**config.mk**
```make
export PLATFORM = sky130hd
export DESIGN_NAME = let_expr_unit
export DESIGN_NICKNAME = d
export VERILOG_FILES = /design/src/rtl/let_expr_unit.sv
export SDC_FILE = /design/constraint.sdc
export NUM_CORES = 1
export LEC_CHECK = 0
export BUFFER_PORTS_ARGS = -buffer_cell sky130_fd_sc_hd__buf_2
export CORE_ASPECT_RATIO = 1.5
export CORE_MARGIN = 2
export CORE_UTILIZATION = 45
export CTS_BUF_LIST = sky130_fd_sc_hd__clkbuf_16
export DETAILED_ROUTE_END_ITERATION = 8
export PLACE_DENSITY = 0.84
export REMOVE_ABC_BUFFERS = 1
export SLEW_MARGIN = 0
export SYNTH_ARGS = -nofsm -noshare
export SYNTH_HDL_FRONTEND = slang
export SYNTH_SLANG_ARGS = --single-unit
```
**constraint.sdc**
```tcl
create_clock -name clock -period 0.8 [get_ports clock]
set_clock_uncertainty 0.15 [all_clocks]
set_input_delay 0.16 -clock clock [delete_from_list [all_inputs] [get_ports clock]]
set_output_delay 0.16 -clock clock [all_outputs]
set_load 0.01 [all_outputs]
```
**src/rtl/let_expr_unit.sv**
```systemverilog
// Registered evaluator for shared let expressions: arbitration, multiply, eq, range, stream reorders.
// One-cycle latency from in_valid to out_valid; no backpressure, results hold while in_valid is low.
module let_expr_unit #(
  parameter int N  = 4,
  parameter int W  = 8,
  parameter int DW = 32
) (
  input  logic             clock,
  input  logic             rst_n,
  input  logic             in_valid,
  input  logic [N-1:0]     request,
  input  logic [N-1:0]     valid,
  input  logic             override,
  input  logic [W-1:0]     x,
  input  logic [W-1:0]     y,
  input  logic [W-1:0]     b,
  input  logic             use_y,
  input  logic [7:0]       value,
  input  logic [DW-1:0]    word,
  output logic             out_valid,
  output logic             grant,
  output logic [2*W-1:0]   product,
  output logic             eq,
  output logic             in_range,
  output logic [DW-1:0]    rev_byte,
  output logic [DW-1:0]    rev_half,
  output logic [DW-1:0]    rev_bit
);

  localparam int NB = DW / 8;
  localparam int NH = DW / 16;

  logic             w_grant;
  logic [2*W-1:0]   w_product;
  logic             w_eq;
  logic             w_in_range;
  logic [DW-1:0]    w_rev_byte;
  logic [DW-1:0]    w_rev_half;
  logic [DW-1:0]    w_rev_bit;

  logic             r_out_valid;
  logic             r_grant;
  logic [2*W-1:0]   r_product;
  logic             r_eq;
  logic             r_in_range;
  logic [DW-1:0]    r_rev_byte;
  logic [DW-1:0]    r_rev_half;
  logic [DW-1:0]    r_rev_bit;

  assign w_grant    = (|(request & valid)) || override;
  assign w_product  = {{W{1'b0}}, x} * {{W{1'b0}}, y};
  assign w_eq       = (x == (use_y ? y : b));
  assign w_in_range = ((value >= 8'd16) && (value <= 8'd23)) ||
                      ((value >= 8'd32) && (value <= 8'd47));

  // Chunk order within rev_half is reversed, bytes inside each chunk keep their order.
  always_comb begin
    w_rev_byte = '0;
    w_rev_half = '0;
    w_rev_bit  = '0;
    for (int i = 0; i < NB; i++) w_rev_byte[i*8 +: 8]   = word[(NB-1-i)*8 +: 8];
    for (int i = 0; i < NH; i++) w_rev_half[i*16 +: 16] = word[(NH-1-i)*16 +: 16];
    for (int i = 0; i < DW; i++) w_rev_bit[i]           = word[DW-1-i];
  end

  always_ff @(posedge clock or negedge rst_n) begin
    if (!rst_n) begin
      r_out_valid <= 1'b0;
      r_grant     <= 1'b0;
      r_product   <= '0;
      r_eq        <= 1'b0;
      r_in_range  <= 1'b0;
      r_rev_byte  <= '0;
      r_rev_half  <= '0;
      r_rev_bit   <= '0;
    end else begin
      r_out_valid <= in_valid;
      if (in_valid) begin
        r_grant    <= w_grant;
        r_product  <= w_product;
        r_eq       <= w_eq;
        r_in_range <= w_in_range;
        r_rev_byte <= w_rev_byte;
        r_rev_half <= w_rev_half;
        r_rev_bit  <= w_rev_bit;
      end
    end
  end

  assign out_valid = r_out_valid;
  assign grant     = r_grant;
  assign product   = r_product;
  assign eq        = r_eq;
  assign in_range  = r_in_range;
  assign rev_byte  = r_rev_byte;
  assign rev_half  = r_rev_half;
  assign rev_bit   = r_rev_bit;

endmodule

```
==> results.cfg <==
[place]
routabilityCongestion = 0.8868
io_buffers = 189
place_ws_ps = -3528
hpwl_mm = 9.010
dp.cells = 763

[timing]
slew_violations = 0
worst_pin_slew_ps = 444.0
fin_crit_ps = 3930
finalCritPeriodShare_pct = 491.3
finalHoldWorstSlack_ps = -104.2
hold_viol = 33
relSlewSlack_pct = 70.17
rsz0062_at_grt = yes
setup_slack_ps = -3130
fmax_mhz = 254.4
setup_viol = 166
tns_ps = -82660

[floorplan]
initial_core_util_pct = 46.34
die_w_um = 87.64
core_sq_um = 10190
row_count = 45
dieArea_sq_um = 11350
ios = 193
die_h_um = 129.5

[status]
status = finished, violations left
violations = negative hold slack, negative setup slack

[critical_path]
critPathSlowestCell = fa_1
cp_max_fo = 3
slowest_delay_ps = 560
crit_type = in2reg
r2r_start = rev_byte[23]
crit_path_cell_trace = buf_6 -> and2_4 -> fa_1 -> inv_1 -> fa_1 -> fa_1 -> fa_1 -> inv_2 -> ha_4 -> a21o_1 -> a31o_1 -> o2111a_1 -> o31a_1 -> o31ai_1
rrSetupSlack_ps = -260
cpMostUsedCell = fa_1
crit_arrival_ps = 3970
cp-startpoint = y[2]
cp-start-kind = input port
endpoint_kind = flip-flop
cp.required_ps = 840

[global_routing]
grt_max_degree = 53
antenna_found_initial = 0
grt-ovfl-total = 0
grt_pass1_vias = 4144
track_usage_pct = 20.95
grt_first_pass_wirelength_mm = 18.83

[cells_and_area]
area_growth_syn_to_layout_pct = 41.60
fin_cells = 793
diodes = 0
fin_nets = 800
drive_above_1_share_pct = 57.52
fin_util_pct = 65.61

[clocking]
clock-sinks = 52
cts_root_buffer = clkbuf_16
htreeDepth = 2
insertion_delay_ps = 300
clock_path_buffers = 2
hold_buffers = 1
numCtsBuffers = 5
cts_tree = done
clkSlewWorstSetupHoldPaths_ps = 70

[drt]
drt-total-wl_mm = 12.38
avgViaCountPerCell = 4.995
drc = 0
wl_per_cell_um = 15.61
drt_iter0_drc = 91
drt_first_pass_iters = 4
vias = 3961
ant_nets = 0

[flow_run]
cap_violations = 0

[power]
power_frac_seq_pct = 22.9
p_comb_share_pct = 62.7
vdd_drop_max_mv = 1.636
p_leak_uw = 0.003418
netSwitchingFraction_pct = 39.15
power_density_nw_per_um2 = 2306
finalPower_uw = 15420
p_switching_uw = 6035
clockPowerShare_pct = 14.4
p_int_uw = 9382

[hold_path]
hold_path_class = in2reg
worstHoldStart = value[6]

[logic_synthesis]
yosysSeqAreaShare_pct = 27.56
syn_area_sq_um = 4722
netlist.area_leader.share_pct = 27.56
synth_warnings = 0
yosys.area.top_type = dfrtp_1
synth_ff_type = dfrtp_1
synth-edff-count = 0
avgSynthCellArea_sq_um = 10.09
async_reset_ff_share_pct = 100.0
synthMostInstantiatedCell = buf_4
synthTopCellsByCount = buf_4, inv_1, dfrtp_1, and2_1, mux2_2
synth_cell_type_count = 41
syn_inst = 468
synth_area_leaders = dfrtp_1, fa_1, buf_4
ys_seq_elements = 52
## layout make-up
type                    count  area, sq um
well taps                 141        176.4
flip-flops and latches     52         1303
multi-input cells         274         3048
clock inverters             3        27.53
clock buffers               5        125.1
repair buffers            261         1790
fillers                   750         3505
inverters                  57        216.5
## timing repair
item,4_1_cts,5_1_grt
hold endpoints to repair,85,33
resized for setup,102,46
buffers inserted,10,10
gates cloned,0,1
pin swaps,43,32
setup endpoints to repair,166,218
## registers in the layout, indices dropped and copies added, names as in the netlist
signal,cells
out_valid,1
grant,1
rev_byte,31
eq,1
in_range,1
rev_half,1
product,16
## through the flow
step / hold WS (ps) / area (sq um)
finish: -104.2 / 6686
global route: -99.24 / 6686
CTS: -120.7 / 6356
detailed placement: 27.89 / 5685
global placement: 14.54 / 5685
floorplan: -285.6 / 4163
## final timing paths
kind | depth (start not counted) | endpoint
max | 14 | product[14]
min | 2 | in_range
max reg2reg | 2 | rev_byte[23]
min reg2reg | 2 | in_range
max in group asynchronous | 3 | rev_byte[9]
min in group asynchronous | 3 | product[9]
## placed cells by master (no fill, tap or decap), types with 3 or more instances in the layout
cell type	synthesis	routed
ha_1	36	24
mux2_2	39	26
clkbuf_16	0	6
ha_4	0	12
dfrtp_1	52	51
and2_4	0	15
inv_1	56	47
buf_6	0	43
buf_12	0	4
inv_2	1	9
a31oi_1	5	4
buf_4	64	44
fa_2	0	4
fa_1	36	32
and2_1	46	31
nand3_1	5	4
mux2i_1	9	7
a21o_1	5	5
nand2_1	28	26
nand4_1	4	4
o21ai_1	2	3
a21oi_1	7	4
o21a_1	3	3
xnor2_1	11	9
mux2_4	0	13
nor3_1	4	3
buf_2	0	166
## power groups by stage
stage / sequential, uW / combinational, uW / clock, uW
floorplan: 3900 / 3580 / 0
global placement: 3470 / 7070 / 0
detailed placement: 3500 / 7260 / 0
CTS: 3490 / 8650 / 2290
global route: 3590 / 10500 / 2400
finish: 3540 / 9660 / 2220
## layer usage
layer,vias to the layer above,global-route usage [%],share of wire (%)
met5,-,0,0
met4,0,9.050,3.1
met1,1947,22.19,34
met2,165,40.20,58
li1,1821,-,-
met3,28,2.803,4.7
## cell families after synthesis
kind of cell / Yosys count / synth area share, %
buf+inv: 142 / 16.37
simple gates: 101 / 11.66
fa+ha+maj: 72 / 24.80
flops: 52 / 27.56
mux: 48 / 11.21
compound gates: 40 / 5.989
xor+xnor: 13 / 2.411
## worst max-delay path, delay by kind of cell
family	cells	cell delay, ps
adders and majority gates	5	2260
AOI/OAI and AO/OA	5	1210
and+or+nand+nor	1	150
buffers and inverters	3	190
No activity file was read; power rests on OpenSTA's default activity.
